### src/rtl/alu_pkg.sv
// Shared ALU/divider constants, divider state encoding and ALU op codes.
// Used by seq_divider and div_step.
package alu_pkg;

  localparam int WIDTH       = 18;
  localparam int DIV_LATENCY = WIDTH + 1;

  typedef enum logic [1:0] {
    IDLE,
    RUN,
    FIN
  } div_state_e;

  typedef enum logic [3:0] {
    ALU_ADD,
    ALU_SUB,
    ALU_AND,
    ALU_OR,
    ALU_XOR,
    ALU_SLL,
    ALU_SRL,
    ALU_SRA,
    ALU_SLT,
    ALU_MUL,
    ALU_DIV
  } alu_op_e;

endpackage

### src/rtl/seq_divider_div_step.sv
// One restoring-division iteration: shift, trial subtract, restore.
// Quotient bits shift into the LSB of the dividend register.
module div_step
  import alu_pkg::*;
#(
  parameter int W = WIDTH
) (
  input  logic [W-1:0] i_rem,
  input  logic [W-1:0] i_dvd,
  input  logic [W-1:0] i_dvs,
  output logic [W-1:0] o_rem,
  output logic [W-1:0] o_dvd
);

  logic [W:0] w_shift;
  logic [W:0] w_diff;
  logic       w_qbit;

  assign w_shift = {i_rem, i_dvd[W-1]};
  assign w_diff  = w_shift - {1'b0, i_dvs};
  assign w_qbit  = ~w_diff[W];

  assign o_rem = w_qbit ? w_diff[W-1:0] : w_shift[W-1:0];
  assign o_dvd = {i_dvd[W-2:0], w_qbit};

endmodule

### src/rtl/seq_divider.sv
// Multi-cycle restoring divider with start/busy/done handshake.
// Define SIGNED_DIV_EN for two's-complement operands.
module seq_divider
  import alu_pkg::*;
#(
  parameter int WIDTH = alu_pkg::WIDTH,
  parameter int CNT_W = 5
) (
  input  logic             clk,
  input  logic             rst,
  input  logic             start,
  input  logic [WIDTH-1:0] dividend,
  input  logic [WIDTH-1:0] divisor,
  output logic             busy,
  output logic             done,
  output logic [WIDTH-1:0] quotient,
  output logic [WIDTH-1:0] remainder,
  output logic             DivZero,
  output logic             OverFlow,
  output logic             Zero,
  output logic             Negative
);

  div_state_e       r_state;
  div_state_e       w_next;
  logic [CNT_W-1:0] r_cnt;
  logic [WIDTH-1:0] r_rem;
  logic [WIDTH-1:0] r_dvd;
  logic [WIDTH-1:0] r_dvs;
  logic [WIDTH-1:0] r_quot;
  logic [WIDTH-1:0] r_remo;
  logic             r_divzero;

  logic             w_accept;
  logic             w_dz;
  logic             w_last;
  logic [WIDTH-1:0] w_rem_nx;
  logic [WIDTH-1:0] w_dvd_nx;
  logic [WIDTH-1:0] w_a_mag;
  logic [WIDTH-1:0] w_b_mag;
  logic [WIDTH-1:0] w_q_fin;
  logic [WIDTH-1:0] w_r_fin;

  assign w_accept = start && (r_state != RUN);
  assign w_dz     = (divisor == '0);
  assign w_last   = (r_state == RUN) &&
                    (r_cnt == CNT_W'(WIDTH - 1));

  div_step #(
    .W (WIDTH)
  ) u_step (
    .i_rem (r_rem),
    .i_dvd (r_dvd),
    .i_dvs (r_dvs),
    .o_rem (w_rem_nx),
    .o_dvd (w_dvd_nx)
  );

`ifdef SIGNED_DIV_EN
  logic r_neg_q;
  logic r_neg_r;
  logic r_ovf;
  logic w_ovf;

  // Divide magnitudes; signs are restored when the result is written.
  assign w_a_mag = dividend[WIDTH-1] ? -dividend : dividend;
  assign w_b_mag = divisor[WIDTH-1]  ? -divisor  : divisor;
  assign w_ovf   = (dividend == {1'b1, {(WIDTH-1){1'b0}}}) &&
                   (&divisor);
  assign w_q_fin = r_neg_q ? -w_dvd_nx : w_dvd_nx;
  assign w_r_fin = r_neg_r ? -w_rem_nx : w_rem_nx;
  assign OverFlow = r_ovf;

  always_ff @(posedge clk) begin
    if (rst) begin
      r_neg_q <= 1'b0;
      r_neg_r <= 1'b0;
      r_ovf   <= 1'b0;
    end else if (w_accept) begin
      r_neg_q <= dividend[WIDTH-1] ^ divisor[WIDTH-1];
      r_neg_r <= dividend[WIDTH-1];
      r_ovf   <= w_ovf;
    end
  end
`else
  assign w_a_mag  = dividend;
  assign w_b_mag  = divisor;
  assign w_q_fin  = w_dvd_nx;
  assign w_r_fin  = w_rem_nx;
  assign OverFlow = 1'b0;
`endif

  always_ff @(posedge clk) begin
    if (rst) begin
      r_state <= IDLE;
    end else begin
      r_state <= w_next;
    end
  end

  always_comb begin
    w_next = r_state;
    unique case (r_state)
      IDLE, FIN: begin
        if (start) begin
          w_next = w_dz ? FIN : RUN;
        end else begin
          w_next = IDLE;
        end
      end
      RUN: begin
        w_next = w_last ? FIN : RUN;
      end
      default: w_next = IDLE;
    endcase
  end

  always_comb begin
    busy = 1'b0;
    done = 1'b0;
    unique case (r_state)
      RUN:     busy = 1'b1;
      FIN:     done = 1'b1;
      default: ;
    endcase
  end

  always_ff @(posedge clk) begin
    if (rst) begin
      r_cnt     <= '0;
      r_rem     <= '0;
      r_dvd     <= '0;
      r_dvs     <= '0;
      r_quot    <= '0;
      r_remo    <= '0;
      r_divzero <= 1'b0;
    end else if (w_accept) begin
      r_cnt     <= '0;
      r_rem     <= '0;
      r_dvd     <= w_a_mag;
      r_dvs     <= w_b_mag;
      r_divzero <= w_dz;
      if (w_dz) begin
        r_quot <= '1;
        r_remo <= dividend;
      end
    end else if (r_state == RUN) begin
      r_cnt <= r_cnt + 1'b1;
      r_rem <= w_rem_nx;
      r_dvd <= w_dvd_nx;
      if (w_last) begin
        r_quot <= w_q_fin;
        r_remo <= w_r_fin;
      end
    end
  end

  assign quotient  = r_quot;
  assign remainder = r_remo;
  assign DivZero   = r_divzero;
  assign Zero      = (r_quot == '0);
  assign Negative  = r_quot[WIDTH-1];

endmodule
### config.mk
export PLATFORM = sky130hd
export DESIGN_NAME = seq_divider
export DESIGN_NICKNAME = d
export VERILOG_FILES = /design/src/rtl/alu_pkg.sv /design/src/rtl/seq_divider_div_step.sv /design/src/rtl/seq_divider.sv
export SDC_FILE = /design/constraint.sdc
export NUM_CORES = 1
export LEC_CHECK = 0
export CORE_UTILIZATION = 25
export CTS_CLUSTER_SIZE = 10
export DETAILED_ROUTE_END_ITERATION = 8
export GPL_TIMING_DRIVEN = 0
export SLEW_MARGIN = 20
export SYNTH_ARGS = -nofsm -noshare
export SYNTH_HDL_FRONTEND = slang
export SYNTH_SLANG_ARGS = --single-unit
### constraint.sdc
create_clock -name clk -period 4 [get_ports clk]
set_input_delay 0.6 -clock clk [delete_from_list [all_inputs] [get_ports clk]]
set_output_delay 0.6 -clock clk [all_outputs]
set_load 0.1 [all_outputs]
Yosys cells after proc, flatten, opt, wreduce, memory -nomap -nowiden. Index checks and enable logic that the tools add are counted.

Register bits: 98. Bits in latches: 0. Bits in writable memories: 0. ROM bits: 0. Input port bits: 39. Output and inout bits: 42. Logic and storage cells: 43. Memories kept: 0.

Add/subtract/negate cells: 2. Multiply operators: 0. Div/mod/pow operators: 0. $lt $le $gt $ge: 0. Equality and inequality tests: 5. Shift operators: 0. Multiplexer cells: 17. Bitwise gates (word level): 1. Reduce and logical (&&, ||, !) cells: 10.

Operators with widths (number): 18-bit two-way mux (11); 18-bit logical NOT (2); 19-bit by 18-bit subtractor with 19-bit output (1); 2-bit two-way mux (3); 5-bit by 1-bit adder with 5-bit output (second input constant) (1); 5-bit equality test (second input constant) (1); 2-bit by 1-bit inequality test with 1-bit output (second input constant) (2); 2-bit one-hot mux with 2 select lines (1); 2-bit nonzero test (2); 2-bit OR reduction (2); 3-bit AND reduction (1); 2-bit by 1-bit equality test with 1-bit output (second input constant) (1); 2-bit equality test (second input constant) (1); 1-bit logical AND (2); 2-bit logical NOT (1); 1-bit two-way mux (2); 1-bit inverter (1).

Depth between registers and ports, before layout. Gate-level depths: netlist (run 1).

Depth after elaboration: 5. Gate-level depth with buffers: 13. Depth with buffers taken out: 11.

By module. From an unflattened synthesis (run 1), not the netlist that was laid out.

Cells, all modules: 700. Area total of the unflattened synthesis: 5655.4 um^2.

Modules (own cells, without submodules): seq_divider (instances 1, cells an instance 478, area an instance 4088.9 um^2, sequential area each 1961.9 um^2); div_step (instances 1, cells an instance 222, area an instance 1566.5 um^2, sequential area each 0.0 um^2).

Worst setup path before layout (run 1). No wires, ideal clock.

Path kind: flip-flop to output port. Start point: register r_quot[1] (netlist: quotient[1]). End point: output Zero. Arrival: 4.142 ns. Required time: 3.400 ns. Setup slack: -0.742 ns. Stages on the path, launching flop included: 3. Buffers on the path: 0. Path through: dfxtp_1 or4_1 nor4_1.

Longest elaborated chain between the ends: 1.

RTL lines: start: declaration (line seq_divider.sv:30) `logic [WIDTH-1:0] r_quot;`; start signal: assignment (line seq_divider.sv:152) `r_quot <= w_q_fin;`; 18-bit logical NOT (line seq_divider.sv:161) `assign Zero = (r_quot == '0);`; end: declaration (line seq_divider.sv:20) `output logic Zero,`.

Every way passes these cells.

Final worst setup path (run 1).
Start point: register r_state[1]. End point: output busy.

Longest elaborated chain between the ends: 2.

RTL lines: start: declaration (line seq_divider.sv:24) `div_state_e r_state;`; start signal: assignment (line seq_divider.sv:97) `r_state <= w_next;`; 2-bit by 1-bit equality test with 1-bit output (line seq_divider.sv:121) `unique case (r_state)`; 1-bit two-way mux (line seq_divider.sv:121); end: declaration (line seq_divider.sv:14) `output logic busy,`.

Every way passes these cells.

==> results of run 1 <==
[critical path, delay by kind of cell (launching register included)]
kind	cells	cell delay [ns]
buf+inv	4	2.09
flops	1	0.31
simple gates	1	0.19
[power by group through the flow]
stage                     clock network [mW]  registers, mW  logic (mW)
after detailed placement                   0           1.08       0.814
after CTS                              0.883           1.06       0.818
final                                  0.866           1.06       0.818
after global placement                     0           1.08       0.809
after floorplan                            0           1.07       0.604
after global routing                   0.915           1.07       0.887
[synth_stat cells, drive strengths merged (6+ instances only)]
library cell | count | area share (%)
a21oi | 64 | 6.4
o22ai | 14 | 1.7
ha | 20 | 4.9
nor2 | 49 | 3.6
inv | 23 | 1.7
nor2b | 6 | 0.74
dfxtp | 98 | 39
a211oi | 21 | 3.2
buf | 14 | 1.7
nand2 | 63 | 4.7
and3 | 19 | 2.3
nor4 | 7 | 0.86
clkbuf | 30 | 2.2
xor2 | 12 | 2.2
nand2b | 6 | 0.74
nor3 | 39 | 3.8
mux2i | 33 | 6.5
o21ai | 28 | 2.8
xnor2 | 8 | 1.4
[final timing paths]
path                            cells after the start  slack, ns                    endpoint
worst min register to register                      2       0.46      r_dvs[15]$_SDFFE_PP0P_
worst max register to register                     12       0.80  remainder[13]$_SDFFE_PP0P_
worst max-delay path                                5       0.45                        busy
worst min-delay path                                2       0.46      r_dvs[15]$_SDFFE_PP0P_
[flip-flops by register name (all words and copies together) (netlist names)]
register / cells
quotient: 18
r_dvd: 18
r_dvs: 18
r_rem: 18
remainder: 18
r_cnt: 5
r_state: 2
DivZero: 1
[layout make-up]
class / instances / area share, %
timing repair buffer: 78 / 12.0
sequential: 98 / 30.3
clock buffer: 10 / 3.69
clock inverter: 6 / 0.753
multi-input combinational: 448 / 43.7
buffer: 44 / 3.11
inverter: 24 / 1.39
tap: 265 / 5.11
[metrics by stage]
step | power (mW) | hold WS [ns] | instances | setup WS, ns
floorplan | 1.67 | 0.436 | 614 | 0.399
detailed placement | 1.90 | 0.448 | 957 | 0.633
finish | 2.75 | 0.455 | 973 | 0.448
global placement | 1.89 | 0.443 | 957 | 0.663
global route | 2.87 | 0.466 | 973 | 0.295
CTS | 2.76 | 0.458 | 973 | 0.440
[layer usage]
layer  GRT usage, %  up-vias  wire [um]
li1               -     2367          -
met1           21.2     2164       7640
met2           22.1      138       6410
met3           3.54       12        879
met4           3.27        0        147
met5              0        -          0
[kinds of logic after synthesis]
group	after synthesis	synth area share, %
other cells	1	0.0739
mux	35	6.95
fa+ha+maj	21	5.32
compound gates	159	19.9
xor+xnor	20	3.60
buf+inv	68	5.74
simple gates	212	19.8
flops	98	38.6
==> results.rst, run 1 <==
.. list-table::
   :header-rows: 1

   * - Metric
     - Value
   * - Final net count
     - between 700 and 800
   * - Net Sw Power
     - around 0.93 mW
   * - Actual transition at the worst max-transition pin
     - 1.01 ns
   * - Number of gates resized after CTS
     - 0
   * - Count of flip-flops with a built-in enable after synthesis
     - 0
   * - Unrepaired setup endpoints after global routing
     - false
   * - Detailed Place HPWL
     - ~12000 um
   * - DRC violations left
     - 0
   * - Port buffer count
     - between 70 and 80
   * - Sequential cell area
     - 1960 um2
   * - Final antenna diode count
     - 0
   * - Number of max-slew violations in the final report
     - 0
   * - Largest incremental delay on the critical path
     - ~1.2 ns
   * - Latest clock arrival within the worst-skew pair
     - around 0.36 ns
   * - Clock Sinks
     - between 90 and 100
   * - Net count of the mapped netlist
     - 674
   * - Post-CTS Setup Bufs
     - 0
   * - Seq/Total Area, Yosys
     - roughly two fifths
   * - Post-synthesis average cell area
     - around 8.3 um2
   * - Source of the critical timing path
     - r_state[1]$_SDFF_PP0_
   * - CP arrival
     - a little under 3 ns
   * - Summed instance area of the synthesized netlist
     - between 5000 and 6000 um2
   * - Int Power
     - approximately 1.8 mW
   * - Number of vias per cell after detailed routing
     - 4.81
   * - Share of final-layout standard cells stronger than drive strength 1
     - under 10%
   * - Cell leakage power
     - 2.45 nW
   * - Max Fclk
     - roughly 0.28 GHz
   * - Maximum fanout encountered on the critical timing path
     - 10
   * - Die height
     - 145 um
   * - Min-delay src
     - r_dvs[15]$_SDFFE_PP0P_
   * - Total negative slack for setup checks
     - 0 ns
   * - Buffer levels on the longest clock path
     - 2
   * - Number of H-tree branching levels
     - 3
   * - Result of the run
     - finished clean
   * - Cell area after layout
     - 6480 um2
   * - Hold_buf cts
     - 0
   * - Gpl congestion
     - roughly 0.83
   * - Pwr/cell area
     - 423 nW/um2
   * - Switching power share of the total
     - about a third
   * - Clk slew on worst S/H paths
     - approximately 0.070 ns
   * - Endpoints failing hold
     - 0
   * - List of cells traversed by the critical path
     - nand2b_1, clkbuf_1, clkinv_1, clkbuf_1, clkdlybuf4s50_1
   * - X dimension of the die
     - 145 um
   * - Clock skew
     - ~0.010 ns
   * - Path type of the worst min-delay path
     - register to register
   * - Number of ports placed on the die boundary
     - 81
   * - Flop pwr share
     - 38.7%
   * - Count of antenna-violating nets left after detailed routing
     - 0
   * - Crit path capture type
     - output pin
   * - Post-place instance area
     - about 6200 um2
   * - Type of the worst setup path
     - register to output pin
   * - Total number of vias
     - between 4000 and 5000
   * - Area added between synthesis and finish
     - 27.7%
   * - Overall overflow remaining after global route
     - 0
   * - Number of rows in the core area
     - between 50 and 60
   * - Number of clock buffers inserted by TritonCTS
     - 9
   * - Launching element type of the critical path
     - register
   * - Global router's overall resource usage
     - between 10% and 20%
   * - Core footprint
     - around 20000 um2
   * - Post-synthesis async set-or-reset flop share
     - 0%
   * - #FFs+latches synth
     - slightly below 100
   * - Reg2Reg Launch Point
     - r_dvd[17]$_SDFFE_PP0P_
   * - Primary FF master, synth
     - sky130_fd_sc_hd__dfxtp_1
   * - Combinational cell fraction of total power
     - 29.8%
   * - YS warnings
     - 0
   * - Via count of the first global-routing pass
     - 4334
   * - Final Setup Violations
     - 0
   * - Root buffer cell
     - sky130_fd_sc_hd__clkbuf_16
   * - Number of maximum-capacitance constraint violations
     - 0
   * - Largest net degree at the start of global routing
     - 18
   * - Synthesized netlist cell count
     - 614
   * - Detailed Route Iter0 Violations
     - 350
   * - Time the worst path needs with I/O delays and setup
     - 3.55 ns
   * - Global-route wire length before repair
     - between 20000 and 25000 um
   * - TritonCTS clock tree
     - built
   * - Cell type of the slowest stage on the worst timing path
     - sky130_fd_sc_hd__clkdlybuf4s50_1
   * - Area of the multi-input gates
     - about 2800 um2
   * - Clock share of power
     - between 30% and 40%
   * - Final design utilization
     - roughly a third
   * - Die area
     - between 20000 and 25000 um2
   * - Commonest non-fill, non-tap cell in the layout
     - sky130_fd_sc_hd__dfxtp_1
   * - Number of filler instances in the final layout
     - between 2000 and 2500
   * - Top cell by count, worst path
     - sky130_fd_sc_hd__clkbuf_1
   * - Highest ir drop seen on vdd
     - about 230 uV
   * - Relative slew slack
     - roughly 33%
   * - First-pass detailed-route iteration total
     - 4
   * - WL/cell
     - around 15 um
   * - Number of antenna violations at the first check in global routing
     - 0
   * - Total Routed Length
     - 15100 um
   * - Commonest cells after routing, fill and taps aside
     - sky130_fd_sc_hd__dfxtp_1, sky130_fd_sc_hd__clkdlybuf4s50_1, sky130_fd_sc_hd__nand2_1, sky130_fd_sc_hd__a21oi_1, sky130_fd_sc_hd__nor2_1
   * - Unique cell type count in the Yosys netlist
     - 60
   * - Period utilisation layout
     - between 80% and 90%
   * - Effective utilization at floorplan
     - approximately a quarter
   * - Data required, critical path
     - between 3 and 4 ns
No activity file was read; power rests on OpenSTA's default activity.
==> run 2: changes to the inputs <==
--- a/config.mk
+++ b/config.mk
@@ -5,10 +5,11 @@
 export SDC_FILE = /design/constraint.sdc
 export NUM_CORES = 1
 export LEC_CHECK = 0
-export CORE_UTILIZATION = 25
+export CORE_UTILIZATION = 54
 export CTS_CLUSTER_SIZE = 10
 export DETAILED_ROUTE_END_ITERATION = 8
 export GPL_TIMING_DRIVEN = 0
+export PLACE_DENSITY = 0.8
 export SLEW_MARGIN = 20
 export SYNTH_ARGS = -nofsm -noshare
 export SYNTH_HDL_FRONTEND = slang
==> run 2 against run 1 <==
Register-to-register slack worse by 0.07 ns. Via count up 2.6%. Count of clock-buffer cells in the layout down 1. Highest routed layer unchanged. Critical endpoint unchanged. Critical path type unchanged.
==> results.rst, run 2 (synthesis gave the netlist of run 1 again) <==
.. list-table::
   :header-rows: 1

   * - Metric
     - Value
   * - Global-route wire length before repair
     - 22500 um (-3.9%)
   * - Combinational cell fraction of total power
     - 31.8% (+2.0 points)
   * - Number of H-tree branching levels
     - 3 (unchanged)
   * - Commonest cells after routing, fill and taps aside
     - sky130_fd_sc_hd__dfxtp_1, sky130_fd_sc_hd__clkdlybuf4s50_1, sky130_fd_sc_hd__nand2_1, sky130_fd_sc_hd__a21oi_1, sky130_fd_sc_hd__nor2_1
   * - Clk slew on worst S/H paths
     - 0.10 ns (+0.03 ns)
   * - WL/cell
     - 16.9 um (+9.1%)
   * - Sequential cell area
     - 1960 um2 (unchanged)
   * - Cell leakage power
     - 2.43 nW (-1.1%)
   * - Total Routed Length
     - 13800 um (-8.2%)
   * - Final net count
     - 763 (unchanged)
   * - Effective utilization at floorplan
     - 55.5% (+30 points)
   * - Latest clock arrival within the worst-skew pair
     - 0.39 ns (+0.03 ns)
   * - Endpoints failing hold
     - 0 (unchanged)
   * - Root buffer cell
     - sky130_fd_sc_hd__clkbuf_8
   * - Path type of the worst min-delay path
     - register to register
   * - Post-place instance area
     - 6000 um2 (-3.1%)
   * - Relative slew slack
     - 33.6% (+0.94 points)
   * - Share of final-layout standard cells stronger than drive strength 1
     - 5.51% (unchanged)
   * - Number of filler instances in the final layout
     - 775 (-64%)
   * - Overall overflow remaining after global route
     - 0 (unchanged)
   * - Detailed Place HPWL
     - 10900 um (-6.8%)
   * - Number of gates resized after CTS
     - 0 (unchanged)
   * - Count of antenna-violating nets left after detailed routing
     - 0 (unchanged)
   * - Worst reg2reg path depth
     - 12 (unchanged)
   * - Period utilisation layout
     - 90.5% (+1.7 points)
   * - Type of the worst setup path
     - register to output pin
   * - Final Non-Filler Cells
     - 819 (-16%)
   * - DRC violations left
     - 0 (unchanged)
   * - Detailed Route Iter0 Violations
     - 331 (-5.4%)
   * - Unrepaired setup endpoints after global routing
     - false
   * - Core footprint
     - 9150 um2 (-53%)
   * - Switching power share of the total
     - 35.5% (+1.6 points)
   * - Launching element type of the critical path
     - register
   * - Clock share of power
     - 27.4% (-4.1 points)
   * - Clock Sinks
     - 98 (unchanged)
   * - Total number of vias
     - 4801 (+2.6%)
   * - Buffer levels on the longest clock path
     - 2 (unchanged)
   * - Commonest non-fill, non-tap cell in the layout
     - sky130_fd_sc_hd__dfxtp_1
   * - Final Setup Violations
     - 0 (unchanged)
   * - Global router's overall resource usage
     - 29.1% (+14 points)
   * - Via count of the first global-routing pass
     - 4509 (+4.0%)
   * - Crit path capture type
     - output pin
   * - Cell area after layout
     - 6220 um2 (-4.0%)
   * - Gpl congestion
     - 0.910 (+9.6%)
   * - Area of the multi-input gates
     - 2830 um2 (unchanged)
   * - X dimension of the die
     - 99.0 um (-32%)
   * - Die height
     - 99.0 um (-32%)
   * - TritonCTS clock tree
     - built
   * - Maximum fanout encountered on the critical timing path
     - 10 (unchanged)
   * - Number of placed instances with taps included
     - 803 (-16%)
   * - Max Fclk
     - 0.276 GHz (-1.9%)
   * - Int Power
     - 1.68 mW (-7.6%)
   * - First-pass detailed-route iteration total
     - 5 (+1)
   * - Final antenna diode count
     - 0 (unchanged)
   * - Result of the run
     - finished clean
   * - Data required, critical path
     - 3.40 ns (about the same)
   * - Actual transition at the worst max-transition pin
     - 0.992 ns (-0.0140 ns)
   * - Flop pwr share
     - 40.8% (+2.1 points)
   * - Hold_buf cts
     - 0 (unchanged)
   * - Number of ports placed on the die boundary
     - 81 (unchanged)
   * - Total negative slack for setup checks
     - 0 ns (unchanged)
   * - Highest ir drop seen on vdd
     - 223 uV (-1.5%)
   * - Number of rows in the core area
     - 35 (-31%)
   * - CP arrival
     - 3.02 ns (+0.07 ns)
   * - Clock skew
     - 0.0143 ns (+0.00424 ns)
   * - Port buffer count
     - 78 (unchanged)
   * - Number of maximum-capacitance constraint violations
     - 0 (unchanged)
   * - Number of max-slew violations in the final report
     - 0 (unchanged)
   * - Pwr/cell area
     - 418 nW/um2 (-1.2%)
   * - Hold Crit Depth
     - 2 (unchanged)
   * - Post-route worst setup slack
     - 0.381 ns (-0.0671 ns)
   * - Number of clock buffers inserted by TritonCTS
     - 9 (unchanged)
   * - Time the worst path needs with I/O delays and setup
     - 3.62 ns (+0.0671 ns)
   * - Net Sw Power
     - 0.925 mW (-0.70%)
   * - Die area
     - 9790 um2 (-53%)
   * - Area added between synthesis and finish
     - 22.5%
   * - Number of vias per cell after detailed routing
     - 5.86 (+22%)
   * - Largest net degree at the start of global routing
     - 20 (+2)
   * - Number of antenna violations at the first check in global routing
     - 0 (unchanged)
   * - Post-CTS Setup Bufs
     - 0 (unchanged)
   * - Pre-CTS setup slack
     - 0.682 ns (+0.0491 ns)
run 2: layer usage:
metal,vias to the layer above,global-route usage (%),part of all wire [%]
li1,2360,-,-
met1,2261,38.0,46
met2,162,49.8,47
met3,18,3.97,5.0
met4,0,8.84,1.8
met5,-,0,0
run 2: final cells by class:
class                   instances  area share, %
well taps                     111           2.23
clock inverters                 7           1.53
clock buffers                   9           1.99
flip-flops and latches         98           31.5
multi-input cells             448           45.5
repair buffers                 78           12.5
inverters                      24           1.45
plain buffers                  44           3.24
run 2: worst paths after layout:
check / to / slack (ns) / startpoint
min: DivZero$_SDFFE_PP0P_ / 0.46 / DivZero$_SDFFE_PP0P_
max: busy / 0.38 / r_state[1]$_SDFF_PP0_
max reg2reg: remainder[13]$_SDFFE_PP0P_ / 0.73 / r_dvd[17]$_SDFFE_PP0P_
min reg2reg: DivZero$_SDFFE_PP0P_ / 0.46 / DivZero$_SDFFE_PP0P_
run 2: metrics by stage:
step	hold slack, ns	total power, mW	utilization, %
after floorplan	0.436	1.67	-
after global placement	0.444	1.87	65.6
after detailed placement	0.447	1.89	65.6
after CTS	0.462	2.58	68.0
after global routing	0.492	2.71	68.0
final	0.460	2.60	68.0
run 2: power by group through the flow:
stage                     logic [mW]  clock network (mW)  registers, mW
after detailed placement       0.808                   0           1.08
after global placement         0.793                   0           1.08
after global routing           0.883               0.757           1.07
after floorplan                0.604                   0           1.07
after CTS                      0.811               0.712           1.06
final                          0.828               0.713           1.06
run 2: worst max-delay path, stage by stage (launching register included):
cell	delay, ns
sky130_fd_sc_hd__dfxtp_1	0.32
sky130_fd_sc_hd__nand2b_1	0.19
sky130_fd_sc_hd__clkbuf_1	0.24
sky130_fd_sc_hd__clkinv_1	0.22
sky130_fd_sc_hd__clkbuf_1	0.43
sky130_fd_sc_hd__clkdlybuf4s50_1	1.23
==> run 3: changes to the inputs <==
--- a/config.mk
+++ b/config.mk
@@ -10,7 +10,7 @@
 export DETAILED_ROUTE_END_ITERATION = 8
 export GPL_TIMING_DRIVEN = 0
 export PLACE_DENSITY = 0.8
-export SLEW_MARGIN = 20
+export SLEW_MARGIN = 15
 export SYNTH_ARGS = -nofsm -noshare
 export SYNTH_HDL_FRONTEND = slang
 export SYNTH_SLANG_ARGS = --single-unit
==> constraint.sdc (replaced) <==
create_clock -name clk -period 3.6 [get_ports clk]
set_input_delay 0.54 -clock clk [delete_from_list [all_inputs] [get_ports clk]]
set_output_delay 0.54 -clock clk [all_outputs]
set_load 0.1 [all_outputs]
==> run 3 against run 2 <==
Final cell count did not move. Register-to-register slack got worse by 0.40 ns. Total power rose by 11%. Via count did not move. Die area did not move. Clock skew barely moved. Global-route usage did not move. Largest power group unchanged. Highest routed layer unchanged.
==> results.rst, run 3 (synthesis gave the netlist of run 1 again) <==
.. list-table::
   :header-rows: 1

   * - Metric
     - Value
   * - Actual transition at the worst max-transition pin
     - 0.992 ns (-0.00000364 ns)
   * - Port buffer count
     - 78 (unchanged)
   * - Period utilisation layout
     - around nine tenths
   * - Count of antenna-violating nets left after detailed routing
     - 0 (unchanged)
   * - Root buffer cell
     - sky130_fd_sc_hd__clkbuf_8
   * - Total number of vias
     - 4801 (unchanged)
   * - Number of maximum-capacitance constraint violations
     - 0 (unchanged)
   * - Clock share of power
     - 27.4% (about the same)
   * - X dimension of the die
     - 99.0 um (unchanged)
   * - Latest clock arrival within the worst-skew pair
     - 0.39 ns (about the same)
   * - DRC violations left
     - 0 (unchanged)
   * - Time the worst path needs with I/O delays and setup
     - 3.27 ns
   * - CP arrival
     - 3.53 ns (+0.51 ns)
   * - WL/cell
     - 16.9 um (unchanged)
   * - Final antenna diode count
     - 0 (unchanged)
   * - Final net count
     - 763 (unchanged)
   * - Total length of routed met2 wires
     - 6510 um (about the same)
   * - Highest ir drop seen on vdd
     - 247 uV (+11%)
   * - Net Sw Power
     - 1.03 mW (+11%)
   * - Path type of the worst min-delay path
     - register to register
   * - Buffer levels on the longest clock path
     - 2 (unchanged)
   * - Flop pwr share
     - 40.8% (about the same)
   * - Switching power share of the total
     - 35.5% (about the same)
   * - Detailed Route Iter0 Violations
     - 331 (unchanged)
   * - Int Power
     - 1.86 mW (+11%)
   * - Total Routed Length
     - 13800 um (unchanged)
   * - TritonCTS clock tree
     - built
   * - Total negative slack for setup checks
     - 0 ns (unchanged)
   * - Combinational cell fraction of total power
     - 31.8% (about the same)
   * - Final Setup Violations
     - 0 (unchanged)
   * - Relative slew slack
     - 33.6% (about the same)
   * - Effective utilization at floorplan
     - 55.5% (unchanged)
   * - Endpoints failing hold
     - 0 (unchanged)
   * - Max Fclk
     - 0.306 GHz
   * - Number of ports placed on the die boundary
     - 81 (unchanged)
   * - Worst hold slack
     - 0.460 ns (unchanged)
   * - Type of the worst setup path
     - register to register
   * - Launching element type of the critical path
     - register
   * - Hold_buf cts
     - 0 (unchanged)
   * - Result of the run
     - finished clean
   * - First-pass detailed-route iteration total
     - 5 (unchanged)
   * - Commonest cells after routing, fill and taps aside
     - sky130_fd_sc_hd__dfxtp_1, sky130_fd_sc_hd__clkdlybuf4s50_1, sky130_fd_sc_hd__nand2_1, sky130_fd_sc_hd__a21oi_1, sky130_fd_sc_hd__nor2_1
   * - Wire length the detailed router placed on met1
     - 6390 um (about the same)
   * - Detailed route wirelength on metal3
     - 693 um (+0.29%)
   * - Die height
     - 99.0 um (unchanged)
   * - Clock skew
     - 0.0143 ns (+0.0000407 ns)
   * - Maximum fanout encountered on the critical timing path
     - 10 (unchanged)
   * - Clk slew on worst S/H paths
     - 0.12 ns (+0.02 ns)
   * - Share of final-layout standard cells stronger than drive strength 1
     - 5.51% (unchanged)
   * - Number of max-slew violations in the final report
     - 0 (unchanged)
   * - Number of gates resized after CTS
     - 0 (unchanged)
   * - Via count of the first global-routing pass
     - 4509 (unchanged)
   * - Die area
     - 9790 um2 (unchanged)
   * - Crit path capture type
     - register
   * - Number of rows in the core area
     - 35 (unchanged)
   * - Highest Signal Layer
     - met4
   * - Number of antenna violations at the first check in global routing
     - 0 (unchanged)
   * - Area added between synthesis and finish
     - 22.6% (about the same)
   * - Commonest non-fill, non-tap cell in the layout
     - sky130_fd_sc_hd__dfxtp_1
   * - Global router's overall resource usage
     - 29.1% (unchanged)
   * - Unrepaired setup endpoints after global routing
     - false
   * - Number of vias per cell after detailed routing
     - 5.86 (unchanged)
   * - Largest net degree at the start of global routing
     - 20 (unchanged)
   * - Clock Sinks
     - 98 (unchanged)
   * - Overall overflow remaining after global route
     - 0 (unchanged)
   * - Core footprint
     - 9150 um2 (unchanged)
   * - Number of clock buffers inserted by TritonCTS
     - 9 (unchanged)
   * - Gpl congestion
     - 0.910 (unchanged)
   * - Pwr/cell area
     - 464 nW/um2 (+11%)
   * - Cell leakage power
     - 2.44 nW (+0.56%)
   * - Post-CTS Setup Bufs
     - 0 (unchanged)
   * - Data required, critical path
     - 3.86 ns (+0.46 ns)
   * - Global-route wire length before repair
     - 22500 um (unchanged)
   * - Detailed Place HPWL
     - 10900 um (unchanged)
   * - Number of H-tree branching levels
     - 3 (unchanged)
run 3: cell types whose count changed in the layout (fill, tap and decap cells not counted):
cell / change
sky130_fd_sc_hd__clkdlybuf4s50_1: -1
sky130_fd_sc_hd__dlymetal6s2s_1: +1
run 3: final timing paths:
check                               from                          to  slack (ns)  depth (start not counted)
hold reg to reg     DivZero$_SDFFE_PP0P_        DivZero$_SDFFE_PP0P_        0.46                          2
setup / recovery  r_dvd[17]$_SDFFE_PP0P_  remainder[13]$_SDFFE_PP0P_        0.33                         12
setup reg to reg  r_dvd[17]$_SDFFE_PP0P_  remainder[13]$_SDFFE_PP0P_        0.33                         12
hold / removal      DivZero$_SDFFE_PP0P_        DivZero$_SDFFE_PP0P_        0.46                          2
run 3: per-stage QoR:
step	util [%]	std cells	setup WS, ns	cell area (um2)	power [mW]
2_1_floorplan	-	614	0.0587	5080	1.86
3_3_place_gp	65.6	803	0.426	6000	2.08
3_5_place_dp	65.6	803	0.342	6000	2.10
4_1_cts	68.0	819	0.0730	6220	2.87
5_1_grt	68.0	819	0.189	6220	3.01
6_report	68.0	819	0.331	6220	2.89
run 3: power by group through the flow:
stage / logic, mW / registers [mW] / clock network [mW]
floorplan: 0.671 / 1.19 / 0
global placement: 0.881 / 1.20 / 0
detailed placement: 0.898 / 1.20 / 0
CTS: 0.901 / 1.18 / 0.791
global route: 0.981 / 1.19 / 0.841
finish: 0.920 / 1.18 / 0.792
run 3: area by class of cell:
cell class / count / area [um2]
clock inverters: 7 / 95.1
flip-flops and latches: 98 / 1960
well taps: 111 / 139
plain buffers: 44 / 201
inverters: 24 / 90.1
multi-input cells: 448 / 2830
fillers: 774 / 2930
repair buffers: 78 / 783
clock buffers: 9 / 124
run 3: worst max-delay path, cell delays in order, from the launching register on:
cell                        delay (ns)
sky130_fd_sc_hd__dfxtp_1          0.33
sky130_fd_sc_hd__inv_1            0.06
sky130_fd_sc_hd__ha_1             0.23
sky130_fd_sc_hd__fa_1             0.42
sky130_fd_sc_hd__nand2b_1         0.20
sky130_fd_sc_hd__a21oi_2          0.15
sky130_fd_sc_hd__a211oi_2         0.10
sky130_fd_sc_hd__a2bb2oi_2        0.20
sky130_fd_sc_hd__o311ai_4         0.37
sky130_fd_sc_hd__xor2_2           0.26
sky130_fd_sc_hd__buf_6            0.22
sky130_fd_sc_hd__mux2i_1          0.47
sky130_fd_sc_hd__a221oi_2         0.14
run 3: routing by layer:
layer  vias up  track usage (%)
li1       2360                -
met1      2259             38.0
met2       164             49.8
met3        18             3.97
met4         0             8.84
met5         -                0
